## src/rtl/diff_tx_pkg.sv

```systemverilog
// Shared types and helpers for the differential tristate serializer.
// State encodings are fixed so older netlists and probes keep their meaning.
package diff_tx_pkg;

  localparam logic [2:0] ST_HIZ    = 3'd0;
  localparam logic [2:0] ST_PRE    = 3'd1;
  localparam logic [2:0] ST_START  = 3'd2;
  localparam logic [2:0] ST_DATA   = 3'd3;
  localparam logic [2:0] ST_PARITY = 3'd4;
  localparam logic [2:0] ST_STOP   = 3'd5;
  localparam logic [2:0] ST_LINGER = 3'd6;

  typedef enum logic [2:0] {
    HIZ    = ST_HIZ,
    PRE    = ST_PRE,
    START  = ST_START,
    DATA   = ST_DATA,
    PARITY = ST_PARITY,
    STOP   = ST_STOP,
    LINGER = ST_LINGER
  } tx_state_e;

  localparam logic TX_IDLE_LEVEL = 1'b1;
  localparam logic TX_T_HIZ      = 1'b1;

  // Width needed to count 0..n-1, never narrower than one bit.
  function automatic int unsigned cnt_width(input int unsigned n);
    return (n <= 2) ? 1 : $clog2(n);
  endfunction

endpackage

```

## src/rtl/diff_tx_baud_tick.sv

```systemverilog
// Bit-period timer: counts 0..CLKS_PER_BIT-1 and flags the last cycle of each period.
// A clear restarts the period so every state begins on a fresh bit boundary.
module diff_tx_baud_tick
  import diff_tx_pkg::*;
#(
  parameter int unsigned CLKS_PER_BIT = 4
) (
  input  logic clk,
  input  logic rst,
  input  logic clear,
  output logic tick
);

  localparam int unsigned CW = cnt_width(CLKS_PER_BIT);
  localparam logic [CW-1:0] LAST = CW'(CLKS_PER_BIT - 1);

  logic [CW-1:0] cnt_q;
  logic [CW-1:0] cnt_d;

  assign tick = (cnt_q == LAST);

  always_comb begin
    cnt_d = cnt_q + CW'(1);
    if (clear || tick) begin
      cnt_d = '0;
    end
  end

  always_ff @(posedge clk) begin
    if (rst) begin
      cnt_q <= '0;
    end else begin
      cnt_q <= cnt_d;
    end
  end

endmodule

```

## src/rtl/diff_tx_serializer.sv

```systemverilog
// Serialises handshaked words into start/data/stop frames for an OBUFTDS-style pair,
// releasing the pair to high-Z after an idle linger; DIFF_TX_PARITY_EN adds an even-parity bit.
module diff_tx_serializer
  import diff_tx_pkg::*;
#(
  parameter int unsigned DATA_W        = 8,
  parameter int unsigned CLKS_PER_BIT  = 4,
  parameter int unsigned HIZ_IDLE_BITS = 2
) (
  input  logic              clk,
  input  logic              rst,
  input  logic [DATA_W-1:0] in_data,
  input  logic              in_valid,
  output logic              in_ready,
  output logic              tx_o,
  output logic              tx_t,
  output logic              busy
);

  localparam int unsigned BIT_MAX = (DATA_W > HIZ_IDLE_BITS) ? DATA_W : HIZ_IDLE_BITS;
  localparam int unsigned BW = cnt_width(BIT_MAX);
  localparam logic [BW-1:0] LAST_DATA = BW'(DATA_W - 1);
  localparam logic [BW-1:0] LAST_IDLE = BW'(HIZ_IDLE_BITS - 1);

  tx_state_e         state_q, state_d;
  logic [DATA_W-1:0] shift_q, shift_d;
  logic [BW-1:0]     bit_q, bit_d;
  logic              tx_o_q, tx_o_d;
  logic              tx_t_q, tx_t_d;
  logic              busy_q, busy_d;
`ifdef DIFF_TX_PARITY_EN
  logic              parity_q, parity_d;
`endif

  logic accept;
  logic tick;
  logic baud_clear;

  assign in_ready   = (state_q == HIZ) || (state_q == LINGER);
  assign accept     = in_valid && in_ready;
  assign baud_clear = (state_d != state_q);

  diff_tx_baud_tick #(
    .CLKS_PER_BIT(CLKS_PER_BIT)
  ) u_baud (
    .clk  (clk),
    .rst  (rst),
    .clear(baud_clear),
    .tick (tick)
  );

  always_comb begin
    state_d = state_q;
    shift_d = shift_q;
    bit_d   = bit_q;
`ifdef DIFF_TX_PARITY_EN
    parity_d = parity_q;
    if (accept) begin
      parity_d = ^in_data;
    end
`endif
    unique case (state_q)
      HIZ: begin
        if (accept) begin
          state_d = PRE;
          shift_d = in_data;
        end
      end
      PRE: begin
        if (tick) state_d = START;
      end
      START: begin
        if (tick) state_d = DATA;
      end
      DATA: begin
        if (tick) begin
          shift_d = shift_q >> 1;
          if (bit_q == LAST_DATA) begin
`ifdef DIFF_TX_PARITY_EN
            state_d = PARITY;
`else
            state_d = STOP;
`endif
          end else begin
            bit_d = bit_q + BW'(1);
          end
        end
      end
`ifdef DIFF_TX_PARITY_EN
      PARITY: begin
        if (tick) state_d = STOP;
      end
`endif
      STOP: begin
        if (tick) state_d = LINGER;
      end
      LINGER: begin
        // A new word wins over idle expiry, so back-to-back frames skip the preamble.
        if (accept) begin
          state_d = START;
          shift_d = in_data;
        end else if (tick) begin
          if (bit_q == LAST_IDLE) begin
            state_d = HIZ;
          end else begin
            bit_d = bit_q + BW'(1);
          end
        end
      end
      default: begin
        state_d = HIZ;
      end
    endcase
    if (state_d != state_q) begin
      bit_d = '0;
    end
  end

  // Outputs are decoded from the next state so the registered pins line up with state_q.
  always_comb begin
    tx_o_d = TX_IDLE_LEVEL;
    unique case (state_d)
      START:   tx_o_d = ~TX_IDLE_LEVEL;
      DATA:    tx_o_d = shift_d[0];
`ifdef DIFF_TX_PARITY_EN
      PARITY:  tx_o_d = parity_d;
`endif
      default: tx_o_d = TX_IDLE_LEVEL;
    endcase
    tx_t_d = (state_d == HIZ) ? TX_T_HIZ : ~TX_T_HIZ;
    busy_d = (state_d != HIZ);
  end

  always_ff @(posedge clk) begin
    if (rst) begin
      state_q <= HIZ;
      shift_q <= '0;
      bit_q   <= '0;
      tx_o_q  <= TX_IDLE_LEVEL;
      tx_t_q  <= TX_T_HIZ;
      busy_q  <= 1'b0;
    end else begin
      state_q <= state_d;
      shift_q <= shift_d;
      bit_q   <= bit_d;
      tx_o_q  <= tx_o_d;
      tx_t_q  <= tx_t_d;
      busy_q  <= busy_d;
    end
  end

`ifdef DIFF_TX_PARITY_EN
  always_ff @(posedge clk) begin
    if (rst) begin
      parity_q <= 1'b0;
    end else begin
      parity_q <= parity_d;
    end
  end
`endif

  assign tx_o = tx_o_q;
  assign tx_t = tx_t_q;
  assign busy = busy_q;

endmodule

```

## config.mk

```make
export PLATFORM = sky130hd
export DESIGN_NAME = diff_tx_serializer
export DESIGN_NICKNAME = d
export VERILOG_FILES = /design/src/rtl/diff_tx_pkg.sv /design/src/rtl/diff_tx_baud_tick.sv /design/src/rtl/diff_tx_serializer.sv
export SDC_FILE = /design/constraint.sdc
export NUM_CORES = 1
export LEC_CHECK = 0
export BUFFER_PORTS_ARGS = -buffer_cell sky130_fd_sc_hd__buf_2
export CORE_MARGIN = 5
export CORE_UTILIZATION = 50
export DETAILED_ROUTE_END_ITERATION = 6
export PLACE_DENSITY = 0.72
export SETUP_SLACK_MARGIN = 0.2
export SYNTH_ARGS = -nofsm -noshare
export SYNTH_HDL_FRONTEND = slang
export SYNTH_SLANG_ARGS = --single-unit
```

## constraint.sdc

```tcl
create_clock -name clk -period 3.5 [get_ports clk]
set_input_delay 0.875 -clock clk [delete_from_list [all_inputs] [get_ports clk]]
set_output_delay 0.875 -clock clk [all_outputs]
set_load 0.01 [all_outputs]
```

# Word-level counts from Yosys, hierarchy flattened
# Cells that the tools add are included.
dict set report word_totals {
  in_bits 11
  memories 0
  latch_bits 0
  word_cells 61
  ff_bits 19
  ramBits 0
  rom_bits 0
  output_inout_bits 4
}
dict set report classes {
  addsub 2
  eq_ne 17
  n_reduce_logical 13
  mux 21
  n_div 0
  n_mul 0
  n_lt_le_gt_ge 0
  bitwise 0
  shifts 0
}
# operator count
set op_table {}
lappend op_table {{2-to-1 mux 3 bit} 14}
lappend op_table {{one-hot mux 3 bit (6 select lines)} 1}
lappend op_table {{2-to-1 mux 8 bit} 2}
lappend op_table {{one-hot mux 8 bit (2 select lines)} 1}
lappend op_table {{equality test 3 x 2 -> 1 bit (second input constant)} 4}
lappend op_table {{equality test 3 bit (second input constant)} 3}
lappend op_table {{equality test 3 x 1 -> 1 bit (second input constant)} 2}
lappend op_table {{zero test 3 bit} 2}
lappend op_table {{inequality test 2 x 1 -> 1 bit (second input constant)} 3}
lappend op_table {{inequality test 2 bit (second input constant)} 3}
lappend op_table {{one-hot mux 3 bit (2 select lines)} 1}
lappend op_table {{AND reduction 6 bit} 1}
lappend op_table {{OR reduction 2 bit} 3}
lappend op_table {{nonzero test 2 bit} 2}
lappend op_table {{adder 3 x 1 -> 3 bit (second input constant)} 1}
lappend op_table {{inequality test 3 bit} 1}
lappend op_table {{AND reduction 3 bit} 1}
lappend op_table {{nonzero test 3 bit} 1}
lappend op_table {{adder 2 x 1 -> 2 bit (second input constant)} 1}
lappend op_table {{equality test 2 bit (second input constant)} 1}
lappend op_table {{logical OR 1 bit} 2}
lappend op_table {{one-hot mux 1 bit (2 select lines)} 1}
lappend op_table {{logical AND 1 bit} 1}
lappend op_table {{2-to-1 mux 1 bit} 1}

# Depth between registers and ports, before layout
dict set report depth {
  ltp_word 8
  depth_mapped 6
  depth_no_buf 6
}

# Modules after synthesis
# Synthesis repeated with hierarchy kept, for this count alone.
dict set report hier_totals {
  cells_unflattened 103
  area_unflattened_um2 991.0
}
# module seq_area_each_um2 instances area_each_um2 cells_each
set by_module_without_submodules {}
lappend by_module_without_submodules {diff_tx_serializer 340.3 1 910.9 98}
lappend by_module_without_submodules {diff_tx_baud_tick 40.0 1 80.1 5}

# Worst setup path after synthesis
# Ideal clock, no wire load.
dict set report synth_timing {
  kind {input -> register}
  from {input port in_valid}
  to {register bit_q[1]}
  cell_stages 4
  setup_ns 0.103
  path_buffers 0
  t_required_ns 3.397
  path_slack_ns 1.490
  arrival_time_ns 1.907
  path_cell_list {or3b_4 > o32ai_4 > nor2_2 > a2111oi_2}
}
dict set report synth_between {
  elab_chain_len 5
  elab_cells_between_ends 8
  cone_classes {2 x eq/ne; 3 x mux; 3 x reduce/logical}
}
# element line_no
set synth_lines {}
lappend synth_lines {{start: declaration} diff_tx_serializer.sv:13} ;# input logic in_valid,
lappend synth_lines {{logical AND 1 bit *} diff_tx_serializer.sv:40} ;# assign accept = in_valid && in_ready;
lappend synth_lines {{2-to-1 mux 3 bit (on tied branches)} {diff_tx_serializer.sv:99, diff_tx_serializer.sv:64}}
lappend synth_lines {{one-hot mux 3 bit (6 select lines)} diff_tx_serializer.sv:62} ;# unique case (state_q)
lappend synth_lines {{inequality test 3 bit} diff_tx_serializer.sv:114} ;# if (state_d != state_q) begin
lappend synth_lines {{OR reduction 2 bit (no line)} n/a}
lappend synth_lines {{end signal: assignment} diff_tx_serializer.sv:145} ;# bit_q <= bit_d;
lappend synth_lines {{end: declaration} diff_tx_serializer.sv:27} ;# logic [BW-1:0] bit_q, bit_d;
# Every way passes the cells marked *; elsewhere a longest branch is shown, timed or not.
# A chain may end at the register's enable or synchronous reset.

# Final worst setup path
dict set report layout_timing {
  from {register state_q[1]}
  to {output port in_ready}
}
dict set report layout_between {
  elab_chain_len 2
  elab_cells_between_ends 3
  cone_classes {1 x eq/ne; 2 x reduce/logical}
}
# element line_no
set layout_lines {}
lappend layout_lines {{start: declaration} diff_tx_serializer.sv:25} ;# tx_state_e state_q, state_d;
lappend layout_lines {{start signal: assignment} diff_tx_serializer.sv:143} ;# state_q <= state_d;
lappend layout_lines {{equality test 3 bit / zero test 3 bit (equally long branches)} diff_tx_serializer.sv:39} ;# assign in_ready = (state_q == HIZ) || (state_q == LINGER);
lappend layout_lines {{logical OR 1 bit *} diff_tx_serializer.sv:39}
lappend layout_lines {{end: declaration} diff_tx_serializer.sv:14} ;# output logic in_ready,
# Marks and branches as above.

==> results.json <==
{
  "post-route-min-period_ps": 2360,
  "tightest_slew_ps": 712,
  "initial_utilization_pct": 54.0,
  "synthesis.area_um2": 962,
  "min_path_type": "flop to flop",
  "cts_tree": "yes",
  "skew_ps": 3.85,
  "clk_transition_reported_paths_ps": 110,
  "cp.depth": 3,
  "place_inst": 140,
  "setup_viol": 0,
  "yosysSeqAreaShare_pct": 39.5,
  "die_y_um": 53.9,
  "endpoint": "in_ready",
  "max_stage_delay_ps": 650,
  "ant_nets": 0,
  "peakVddDrop_mv": 0.219,
  "track_usage_pct": 14.8,
  "die_w_um": 53.9,
  "drt-vias-per-instance": 5.60,
  "outcome": "finished, final reports clean",
  "clock.fmax_ghz": 0.424,
  "worstPathCellList": "xor2_1, nor2_1, buf_2",
  "drive_above_1_share_pct": 20.2,
  "cts_setup_buffers": 0,
  "rows": 15,
  "slew_headroom_pct": 51.8,
  "path_class": "flop to output port",
  "cp_num_buf_inv": 1,
  "critPathLaunchType": "flop",
  "insertion_delay_ps": 300,
  "hold_viol": 0,
  "instances_no_fill": 144,
  "leakagePower_nw": 0.400,
  "synth_nets": 122,
  "netlist_top_cells_area": "dfxtp_1, a21oi_1, ha_1",
  "holdBufCountCts": 0,
  "fin_crit_sh_pct": 67.4,
  "wl_per_cell_um": 12.5,
  "drt_pre_antenna_iters": 4,
  "rsz0062_at_grt": "false",
  "drtIter0Drc": 8,
  "setup.worst_path.start": "state_q[1]",
  "final_area_mm2": 0.00106,
  "synth_top_area_cell": "dfxtp_1",
  "grt_start_max_net_pins": 17,
  "drt_wl_total_um": 1800,
  "reg2reg_to": "u_baud.cnt_q[1]",
  "placed_area_mm2": 0.00104,
  "slowest_stage": "dfxtp_1",
  "n_antenna_cell": 0,
  "place_congestion": 0.817,
  "grt_pass1_wl_um": 3140,
  "r2r_cells": 4,
  "fillers": 174,
  "cts_buffers": 3,
  "synthCells": 107,
  "synth_top_area_share_pct": 39.5,
  "synth-seq-cells": 19,
  "portBuffers": 14,
  "worstPathArrival_ps": 1480,
  "antenna_found_initial": 0,
  "drc": 0,
  "yosysWarnings": 0,
  "timing.final.ws_setup_ps": 1140,
  "cp.required_ps": 2620,
  "cts_max_level": 1,
  "num_vias": 807,
  "fin_tns_setup_ps": 0,
  "die_area_mm2": 0.00290,
  "ioPinCount": 15,
  "slew_viol_final": 0,
  "grt_overflow": 0,
  "cts_buffer_depth": 2,
  "reg2reg_slack_ps": 1630,
  "area_growth_pct": 10.7,
  "r2r_start": "u_baud.cnt_q[0]",
  "cp_max_fo": 16,
  "final_nets": 135,
  "cts_resized": 0,
  "cts_sinks": 19,
  "clockRootBuffer": "clkbuf_4",
  "power_density_mw_per_mm2": 367,
  "pre_cts_ws_ps": 1290,
  "worstSetupEndpointType": "output port",
  "hpwl_um": 1350,
  "syn_avg_cell_area_um2": 8.99,
  "timing.max_cap.violations": 0,
  "grt_pass1_vias": 751,
  "path_delay_family": "flip-flops",
  "synth_cell_types": 37,
  "core_mm2": 0.00178
}
power by group:
part	leakage, nW	switching [mW]	internal [mW]
combinational	0.226	0.0233	0.0193
sequential	0.156	0.00858	0.227
clock	0.0177	0.0690	0.0426
synth_stat cells:
cell type   n
dfxtp_1    19
a21oi_1    13
nand2_1     9
nor2_1      9
a22oi_1     6
ha_1        4
nand2b_1    4
buf_2       3
clkbuf_1    3
inv_1       3
nor3_1      3
a31oi_1     2
nor2b_1     2
nor4_1      2
o311ai_1    2
xnor2_1     2
a2111oi_2   1
a21oi_2     1
a32o_1      1
and2b_1     1
and3_1      1
and4_1      1
and4b_1     1
mux2i_1     1
nand3b_1    1
nand4b_1    1
nor2_2      1
nor3_2      1
nor4b_1     1
o21a_1      1
o22ai_1     1
o311a_1     1
o32ai_1     1
o32ai_4     1
or2_1       1
or3b_4      1
xor2_1      1
metrics by stage:
stage | hold slack (ps) | utilization (%) | total power [mW]
2_1_floorplan | 407 | - | 0.268
3_3_place_gp | 415 | 58.2 | 0.282
3_5_place_dp | 422 | 58.2 | 0.284
4_1_cts | 438 | 59.7 | 0.395
5_1_grt | 453 | 59.7 | 0.410
6_report | 435 | 59.7 | 0.390
routing by layer:
layer	part of all wire (%)	GRT usage (%)	wire [um]	up-vias
li1	-	-	-	416
met1	49	19.3	879	370
met2	45	23.4	804	16
met3	4.3	2.49	78	5
met4	2.1	7.66	38	0
met5	0	0	0	-
worst min-delay path by stage:
stage / depth (start not counted) / startpoint / end
final: 1 / u_baud.cnt_q[0] / u_baud.cnt_q[0]
after floorplan: 1 / u_baud.cnt_q[0] / u_baud.cnt_q[0]
after global placement: 1 / u_baud.cnt_q[0] / u_baud.cnt_q[0]
after global routing: 1 / u_baud.cnt_q[0] / u_baud.cnt_q[0]
after CTS: 1 / u_baud.cnt_q[0] / u_baud.cnt_q[0]
after detailed placement: 1 / u_baud.cnt_q[0] / u_baud.cnt_q[0]
flip-flops by register name, indices dropped and copies added, names as in the netlist:
| register | cells |
|---|---|
| tx_o | 1 |
| u_baud.cnt_q | 2 |
| tx_t | 1 |
| shift_q | 8 |
| bit_q | 3 |
| state_q | 3 |
| busy | 1 |
kinds of logic (layout without fill, tap and decap cells):
| kind of cell | count (synthesis) | after routing | share of synthesized area, % |
|---|---|---|---|
| buf+inv | 9 | 21 | 3.90 |
| compound gates | 31 | 31 | 24.3 |
| flops | 19 | 19 | 39.5 |
| simple gates | 40 | 40 | 23.3 |
| xor+xnor | 3 | 3 | 2.73 |
| mux | 1 | 1 | 1.04 |
| fa+ha+maj | 4 | 4 | 5.20 |
cell type report:
cell class | count | area [um2] | share of cell area (%)
flip-flops and latches | 19 | 380 | 35.7
clock buffers | 3 | 22.5 | 2.12
repair buffers | 14 | 70.1 | 6.58
clock inverters | 1 | 5.00 | 0.470
multi-input cells | 79 | 544 | 51.1
inverters | 3 | 11.3 | 1.06
well taps | 25 | 31.3 | 2.94
layout by cell type (no fill, tap or decap), drive strengths merged, types with 3 or more instances in the layout:
cell type  instances
buf               14
ha                 4
nor3               4
a22oi              6
dfxtp             19
nor2              10
inv                3
clkbuf             3
nand2b             4
nand2              9
a21oi             14
Note: power is estimated with default switching activity, not from simulation.
